### src/rtl/usart_rx_frontend.sv
// Oversampling receive front-end for an 8251-style USART: synchroniser, 16x start-bit
// validation, 5-8 bit deserialiser with parity/framing/break status. Optional macro: USART_RX_MAJORITY_EN.
module usart_rx_frontend #(
  parameter int SYNC_STAGES = 2
) (
  input  logic       clk,
  input  logic       reset_n,
  input  logic       clken,
  input  logic       baud16_tick,
  input  logic       rx,
  input  logic       rx_enable,
  input  logic [1:0] char_length,
  input  logic       parity_en,
  input  logic       parity_even,
  output logic [7:0] rx_data,
  output logic       rx_valid,
  output logic       parity_err,
  output logic       framing_err,
  output logic       break_det,
  output logic       rx_busy
);

  typedef enum logic [2:0] {IDLE, START, DATA, PARITY, STOP} state_t;

`ifdef USART_RX_MAJORITY_EN
  localparam logic [3:0] DEC_TC = 4'd9;
`else
  localparam logic [3:0] DEC_TC = 4'd7;
`endif

  state_t                 state_q, state_d;
  logic [SYNC_STAGES-1:0] sync_q;
  logic                   rxs_prev_q;
  logic [3:0]             tc_q, tc_d;
  logic [2:0]             bit_cnt_q, bit_cnt_d;
  logic [1:0]             len_q, len_d;
  logic                   par_en_q, par_en_d;
  logic                   par_even_q, par_even_d;
  logic [7:0]             shift_q, shift_d;
  logic                   par_bit_q, par_bit_d;
  logic [3:0]             high_cnt_q, high_cnt_d;
  logic                   break_q, break_d;
  logic [7:0]             rx_data_q, rx_data_d;
  logic                   rx_valid_q, rx_valid_d;
  logic                   perr_q, perr_d;
  logic                   ferr_q, ferr_d;
`ifdef USART_RX_MAJORITY_EN
  logic                   s7_q, s7_d, s8_q, s8_d;
`endif

  logic       rxs, fall, dec, wrap, bit_val, par_exp;
  logic [2:0] last_bit;

  assign rxs      = sync_q[SYNC_STAGES-1];
  assign fall     = rxs_prev_q & ~rxs;
  assign dec      = baud16_tick && (tc_q == DEC_TC);
  assign wrap     = baud16_tick && (tc_q == 4'd15);
  assign last_bit = 3'd4 + {1'b0, len_q};
  assign par_exp  = (^shift_q) ^ ~par_even_q;
`ifdef USART_RX_MAJORITY_EN
  assign bit_val  = (s7_q & s8_q) | (s7_q & rxs) | (s8_q & rxs);
`else
  assign bit_val  = rxs;
`endif

  // Next-state logic; disabling the receiver overrides everything and drops any break hold.
  always_comb begin
    state_d    = state_q;
    tc_d       = tc_q;
    bit_cnt_d  = bit_cnt_q;
    len_d      = len_q;
    par_en_d   = par_en_q;
    par_even_d = par_even_q;
    shift_d    = shift_q;
    par_bit_d  = par_bit_q;
    high_cnt_d = high_cnt_q;
    break_d    = break_q;
    rx_data_d  = rx_data_q;
    rx_valid_d = 1'b0;
    perr_d     = perr_q;
    ferr_d     = ferr_q;
`ifdef USART_RX_MAJORITY_EN
    s7_d = s7_q;
    s8_d = s8_q;
    if (baud16_tick && tc_q == 4'd7) s7_d = rxs;
    if (baud16_tick && tc_q == 4'd8) s8_d = rxs;
`endif
    if (baud16_tick) tc_d = tc_q + 4'd1;

    if (!rx_enable) begin
      state_d    = IDLE;
      break_d    = 1'b0;
      high_cnt_d = '0;
    end else begin
      // Break holds until the line has been idle-high for a full bit time.
      if (break_q) begin
        if (!rxs) begin
          high_cnt_d = '0;
        end else if (baud16_tick) begin
          if (high_cnt_q == 4'd15) begin
            break_d    = 1'b0;
            high_cnt_d = '0;
          end else begin
            high_cnt_d = high_cnt_q + 4'd1;
          end
        end
      end
      case (state_q)
        IDLE: begin
          if (fall && !break_q) begin
            state_d    = START;
            tc_d       = '0;
            bit_cnt_d  = '0;
            shift_d    = '0;
            par_bit_d  = 1'b0;
            len_d      = char_length;
            par_en_d   = parity_en;
            par_even_d = parity_even;
          end
        end
        START: begin
          if (dec && bit_val) state_d = IDLE;
          else if (wrap)      state_d = DATA;
        end
        DATA: begin
          if (dec) shift_d[bit_cnt_q] = bit_val;
          if (wrap) begin
            if (bit_cnt_q == last_bit) state_d = par_en_q ? PARITY : STOP;
            else                       bit_cnt_d = bit_cnt_q + 3'd1;
          end
        end
        PARITY: begin
          if (dec)  par_bit_d = bit_val;
          if (wrap) state_d = STOP;
        end
        STOP: begin
          // Leave at mid-stop so a start edge in the second half of the stop bit is seen.
          if (dec) begin
            state_d    = IDLE;
            rx_valid_d = 1'b1;
            rx_data_d  = shift_q;
            perr_d     = par_en_q & (par_bit_q ^ par_exp);
            ferr_d     = ~bit_val;
            if (shift_q == 8'd0 && !(par_en_q && par_bit_q) && !bit_val) begin
              break_d    = 1'b1;
              high_cnt_d = '0;
            end
          end
        end
        default: state_d = IDLE;
      endcase
    end
  end

  always_ff @(posedge clk or negedge reset_n) begin
    if (!reset_n) begin
      sync_q     <= '1;
      rxs_prev_q <= 1'b1;
      state_q    <= IDLE;
      tc_q       <= '0;
      bit_cnt_q  <= '0;
      len_q      <= '0;
      par_en_q   <= 1'b0;
      par_even_q <= 1'b0;
      shift_q    <= '0;
      par_bit_q  <= 1'b0;
      high_cnt_q <= '0;
      break_q    <= 1'b0;
      rx_data_q  <= '0;
      rx_valid_q <= 1'b0;
      perr_q     <= 1'b0;
      ferr_q     <= 1'b0;
`ifdef USART_RX_MAJORITY_EN
      s7_q       <= 1'b1;
      s8_q       <= 1'b1;
`endif
    end else if (clken) begin
      sync_q     <= {sync_q[SYNC_STAGES-2:0], rx};
      rxs_prev_q <= rxs;
      state_q    <= state_d;
      tc_q       <= tc_d;
      bit_cnt_q  <= bit_cnt_d;
      len_q      <= len_d;
      par_en_q   <= par_en_d;
      par_even_q <= par_even_d;
      shift_q    <= shift_d;
      par_bit_q  <= par_bit_d;
      high_cnt_q <= high_cnt_d;
      break_q    <= break_d;
      rx_data_q  <= rx_data_d;
      rx_valid_q <= rx_valid_d;
      perr_q     <= perr_d;
      ferr_q     <= ferr_d;
`ifdef USART_RX_MAJORITY_EN
      s7_q       <= s7_d;
      s8_q       <= s8_d;
`endif
    end
  end

  assign rx_data     = rx_data_q;
  assign rx_valid    = rx_valid_q;
  assign parity_err  = perr_q;
  assign framing_err = ferr_q;
  assign break_det   = break_q;
  assign rx_busy     = (state_q != IDLE);

endmodule

### config.mk
export PLATFORM = sky130hd
export DESIGN_NAME = usart_rx_frontend
export DESIGN_NICKNAME = d
export VERILOG_FILES = /design/src/rtl/usart_rx_frontend.sv
export SDC_FILE = /design/constraint.sdc
export NUM_CORES = 1
export LEC_CHECK = 0
export BUFFER_PORTS_ARGS = -buffer_cell sky130_fd_sc_hd__buf_4
export CAP_MARGIN = 20
export CELL_PAD_IN_SITES_DETAIL_PLACEMENT = 2
export CELL_PAD_IN_SITES_GLOBAL_PLACEMENT = 2
export CORE_ASPECT_RATIO = 0.6
export CORE_UTILIZATION = 37
export CTS_CLUSTER_DIAMETER = 80
export DETAILED_ROUTE_END_ITERATION = 6
export PLACE_DENSITY_LB_ADDON = 0.05
export SLEW_MARGIN = 20
export SYNTH_ARGS = -nofsm -noshare
export SYNTH_HDL_FRONTEND = slang
export SYNTH_SLANG_ARGS = --single-unit
### constraint.sdc
create_clock -name clk -period 2.5 [get_ports clk]
set_input_delay 0.125 -clock clk [delete_from_list [all_inputs] [get_ports clk]]
set_output_delay 0.125 -clock clk [all_outputs]
set_load 0.02 [all_outputs]
After elaboration in Yosys (flattened, before gate mapping)
Index checks and enable logic that the tools add are counted.
{"block": "totals", "regBits": 42, "out_inout_bits": 13}
{"block": "op_classes", "eq_ne": 19, "mux": 46, "magnitude_cmp": 2, "bitwise": 6, "n_reduce_logical": 23, "n_addsub": 4}
{"operator": "2-to-1 mux 4 bit", "n": 12}
{"operator": "2-to-1 mux 3 bit", "n": 12}
{"operator": "2-to-1 mux 8 bit", "n": 2}
{"operator": "case mux 8 bit (2 select lines)", "n": 1}
{"operator": "!= test 3 bit, second input constant", "n": 5}
{"operator": "case mux 3 bit (5 select lines)", "n": 1}
{"operator": "2-to-1 mux 1 bit", "n": 14}
{"operator": "!= test 2 bit, second input constant", "n": 5}
{"operator": "AND reduction 5 bit", "n": 2}
{"operator": "adder 4 x 1 -> 4 bit, second input constant", "n": 2}
{"operator": "bitwise mux 8 bit", "n": 1}
{"operator": "equality test 4 bit, second input constant", "n": 2}
{"operator": "logical AND 1 bit", "n": 8}
{"operator": "zero test 8 bit", "n": 1}
{"operator": "AND reduction 4 bit", "n": 2}
{"operator": "parity 8 bit", "n": 1}
{"operator": "AND reduction 7 bit", "n": 1}
{"operator": "equality test 3 x 2 -> 1 bit, second input constant", "n": 2}
{"operator": "case mux 3 bit (2 select lines)", "n": 1}
{"operator": "AND reduction 6 bit", "n": 1}
{"operator": "equality test 4 x 3 -> 1 bit, second input constant", "n": 1}
{"operator": "less-than comparator 3 x 4 -> 1 bit, second input constant", "n": 1}
{"operator": "!= test 4 bit, second input constant", "n": 1}
{"operator": "nonzero test 2 bit", "n": 2}
{"operator": "other kinds (14)", "n": 19}

Longest topological paths before layout
{"block": "depth", "depth_word": 9, "ltp_mapped": 7, "depth_no_buf": 7}

Least setup slack after synthesis
Ideal clock, no wire load.
{"block": "synth_path", "path_type": "register -> register", "from": "register state_q[0]", "to": "register len_q[1]", "setup_ns": 0.125, "arrival_time_ns": 1.723, "slack_ns": 0.652, "t_required_ns": 2.375, "synth_period_minus_slack_ns": 1.848, "stages_incl_launch_ff": 6, "cell_sequence": "dfrtp_1 -> or3_2 -> clkbuf_1 -> o211a_1 -> buf_2 -> mux2_2"}
{"block": "synth_between", "elab_chain_cells": 2}
{"item": "from (decl)", "line_no": "31", "source": "state_t state_q, state_d;"}
{"item": "from (signal assigned)", "line_no": "180", "source": "state_q <= state_d;"}
{"item": "zero test 3 bit", "line_no": "108", "source": "case (state_q)"}
{"item": "AND reduction 4 bit (no line)"}
{"item": "to (signal assigned)", "line_no": "183", "source": "len_q <= len_d;"}
{"item": "to (decl)", "line_no": "36", "source": "logic [1:0] len_q, len_d;"}
No other way between the ends.
A chain may end at the register's enable or synchronous reset.

Worst setup path in the final report
{"block": "layout_path", "from": "register state_q[0]", "to": "register perr_q (netlist: parity_err)"}
{"block": "layout_between", "elab_chain_cells": 2}
{"item": "equality test 3 bit", "line_no": "108"}
{"item": "AND reduction 4 bit (no line)"}
{"item": "to (signal assigned)", "line_no": "192", "source": "perr_q <= perr_d;"}
{"item": "to (decl)", "line_no": "45", "source": "logic perr_q, perr_d;"}
No other way between the ends.

==> out/qor.txt <==
Synth Cell Area: 2320 um2
Initial drt markers: 69
Syn nets: 262
CP Depth: 4
Maximum Capacitance Violations: 0
Leak: 1.14 nW
Post-Place Cells: 337
Largest net degree at the start of global routing: 43
Layout cells sized above 1: 19.9%
CTS max path bufs: 2
Final setup fails: 0
Crit path launch type: flop
Slew headroom: 61.1%
Reg2Reg Depth: 4
I/O Buffers: 22
Max-slew violations: 0
Later-pin clock latency in the skew report: 0.29 ns
I/O pin count: 23
Clock transition at the registers of the reported paths: 0.08 ns
EDFF count, synth: 0
WP data arrival: 2.17 ns
Gr usage total: 20.9%
Area growth, synth to finish: 12.6%
Outcome: complete, no violations
Crit-path max cell delay: 0.50 ns
Clock skew: 0.00406 ns
TritonCTS Buffers: 5
DP Wirelength: 4.64 mm
Num Clock Sinks: 42
Worst slew pin tran: 0.582 ns
Fillers: 646
Setup TNS: 0 ns
Register bit total from synthesis: 42
Routability congestion estimate: 0.788
Setup crit end kind: flop
CTS H-tree depth: 2
Data required time of the worst path: 2.71 ns
Antenna Nets Post-Route: 0
Initial Util: 39.9%
Die width: 104 um
Wire per inst: 17.7 um
Number of iterations in the first detailed-routing pass: 4
Post-synth ARST share: 100%
Worst-path fanout max: 22
Hold path cells: 2
Period utilisation layout: 78.6%
Die area: 6590 um2
GRT overflow: 0
Number of remaining DRC errors: 0
Fin. Hold Viols: 0
Core area: 5810 um2
Register area share after synthesis: 45.5%
Number of diodes: 0
Hold Crit Class: in2reg
Antenna violations before repair: 0
Row count: 21
First-pass GRT wire length: 10.7 mm
Vias: 1881
Hold Buf Count CTS: 1
Number of global-route vias before repair: 2058
CTS root buf: clkbuf_8
Fin nets: 282
RSZ-0062 raised after global routing: no
Fin crit period: 1.97 ns
Ys flop type: dfrtp_1
Crit Path Class: reg2reg
CP Buf/Inv Count: 0
Count of different cell masters after synthesis: 47
Total Wirelength: 6.13 mm
Synthesized area per cell: 9.45 um2
PD cells: 693 nW/um2
Fmax: 509 MHz
CTS tree: built
Syn Inst Count: 245
Yosys warns: 0
Post-Layout Cell Count: 346
Setup bufs post-CTS: 0
Die Y: 63.3 um
Post_cts resized: 0
Slowest cell on crit path: dfrtp_1
Delay-heaviest family, CP: simple AND/OR/NAND/NOR gates
Vias/cell: 5.44
Critical Path, Cell by Cell: or3b_1 -> or3_4 -> or2_4 -> o31ai_2
Peak VDD IR: 0.331 mV
layer usage:
metal / track usage, % / wire length, um / share of wire (%)
met1: 31.1 / 3370 / 55
met2: 31.5 / 2570 / 42
met3: 3.42 / 128 / 2.1
met4: 5.00 / 55 / 0.90
met5: 0 / 0 / 0
layout make-up:
cell class	count	area [um2]	area share [%]
Multi-Input combinational cell	175	1130	43.2
Sequential cell	42	1050	40.4
Timing Repair Buffer	24	183	7.00
Tap cell	80	100	3.84
Clock buffer	8	80.1	3.07
Inverter	17	63.8	2.45
layout by cell type, fill, tap and decap left out, types with 3 or more instances in the layout:
master and n:
a21oi_1 7, a31oi_1 6, buf_4 23, clkbuf_1 3
clkbuf_8 5, dfrtp_1 39, dfstp_2 3, ha_1 7
inv_1 17, mux2_2 5, nand2_1 32, nand2b_1 3
nand3_1 11, nor2_1 15, o21ai_0 24, o21ai_2 11
o2bb2ai_1 4, o31ai_1 3, or3_1 4, xnor2_1 6
xor2_1 6
kinds of logic after synthesis:
family	after synthesis	share of synthesized area, %
and+or+nand+nor	82	17.8
muxes	7	3.30
AOI/OAI and AO/OA	67	19.3
buffers and inverters	28	5.78
adders and majority gates	7	3.78
xor gates and xnor gates	12	4.54
DFF	42	45.5
cell usage after synthesis (2+ instances only):
| library cell | count | share of area (%) |
|---|---|---|
| dfrtp_1 | 39 | 42 |
| and4b_1 | 2 | 0.86 |
| xnor2_1 | 6 | 2.3 |
| xor2_1 | 6 | 2.3 |
| nor3_1 | 2 | 0.43 |
| or3_1 | 4 | 1.1 |
| a31oi_1 | 6 | 1.6 |
| o21ai_0 | 24 | 5.2 |
| mux2i_1 | 2 | 0.86 |
| inv_1 | 17 | 2.8 |
| buf_6 | 3 | 1.5 |
| nand2b_1 | 3 | 0.81 |
| a21oi_1 | 7 | 1.5 |
| nand4_1 | 2 | 0.54 |
| clkbuf_1 | 5 | 0.81 |
| nor2_1 | 15 | 2.4 |
| nand2_1 | 32 | 5.2 |
| ha_1 | 7 | 3.8 |
| buf_2 | 2 | 0.43 |
| o2bb2ai_1 | 4 | 1.5 |
| o2111ai_1 | 2 | 0.76 |
| nand3_1 | 11 | 2.4 |
| o21ai_2 | 11 | 4.2 |
| mux2_2 | 5 | 2.4 |
| o21bai_1 | 2 | 0.65 |
| dfstp_2 | 3 | 3.4 |
| o31ai_1 | 3 | 0.97 |
worst paths after layout:
check,start,end,slack [ns]
setup / recovery,state_q[0]$_DFFE_PN0P_,parity_err$_DFFE_PN0P_,0.53
hold / removal,char_length[1],len_q[1]$_DFFE_PN0P_,0.06
setup reg to reg,state_q[0]$_DFFE_PN0P_,parity_err$_DFFE_PN0P_,0.53
hold reg to reg,framing_err$_DFFE_PN0P_,framing_err$_DFFE_PN0P_,0.48
max in group asynchronous,reset_n,sync_q[0]$_DFFE_PN1P_,1.76
min in group asynchronous,reset_n,bit_cnt_q[0]$_DFFE_PN0P_,0.36
power by group:
| part | switching [mW] | leakage [nW] | internal, mW |
|---|---|---|---|
| combinational | 0.275 | 0.537 | 0.197 |
| clock | 0.234 | 0.0395 | 0.199 |
| sequential | 0.134 | 0.563 | 0.769 |
registers in the layout, indices dropped and copies added, names as in the netlist, 2 cells and up:
name / cells
high_cnt_q: 4
tc_q: 4
state_q: 3
len_q: 2
bit_cnt_q: 3
sync_q: 2
rx_data: 8
shift_q: 8
metrics by stage:
step | cell area, um2 | utilization [%] | power [mW] | hold slack (ns) | setup slack [ns]
2_1_floorplan | 2320 | - | 1.23 | -0.171 | 0.652
3_3_place_gp | 2520 | 43.4 | 1.36 | 0.156 | 0.580
3_5_place_dp | 2520 | 43.4 | 1.39 | 0.157 | 0.555
4_1_cts | 2610 | 44.9 | 1.83 | 0.0544 | 0.534
5_1_grt | 2610 | 44.9 | 1.91 | 0.0602 | 0.352
6_report | 2610 | 44.9 | 1.81 | 0.0586 | 0.535
Power figures use the tool's default switching activity.
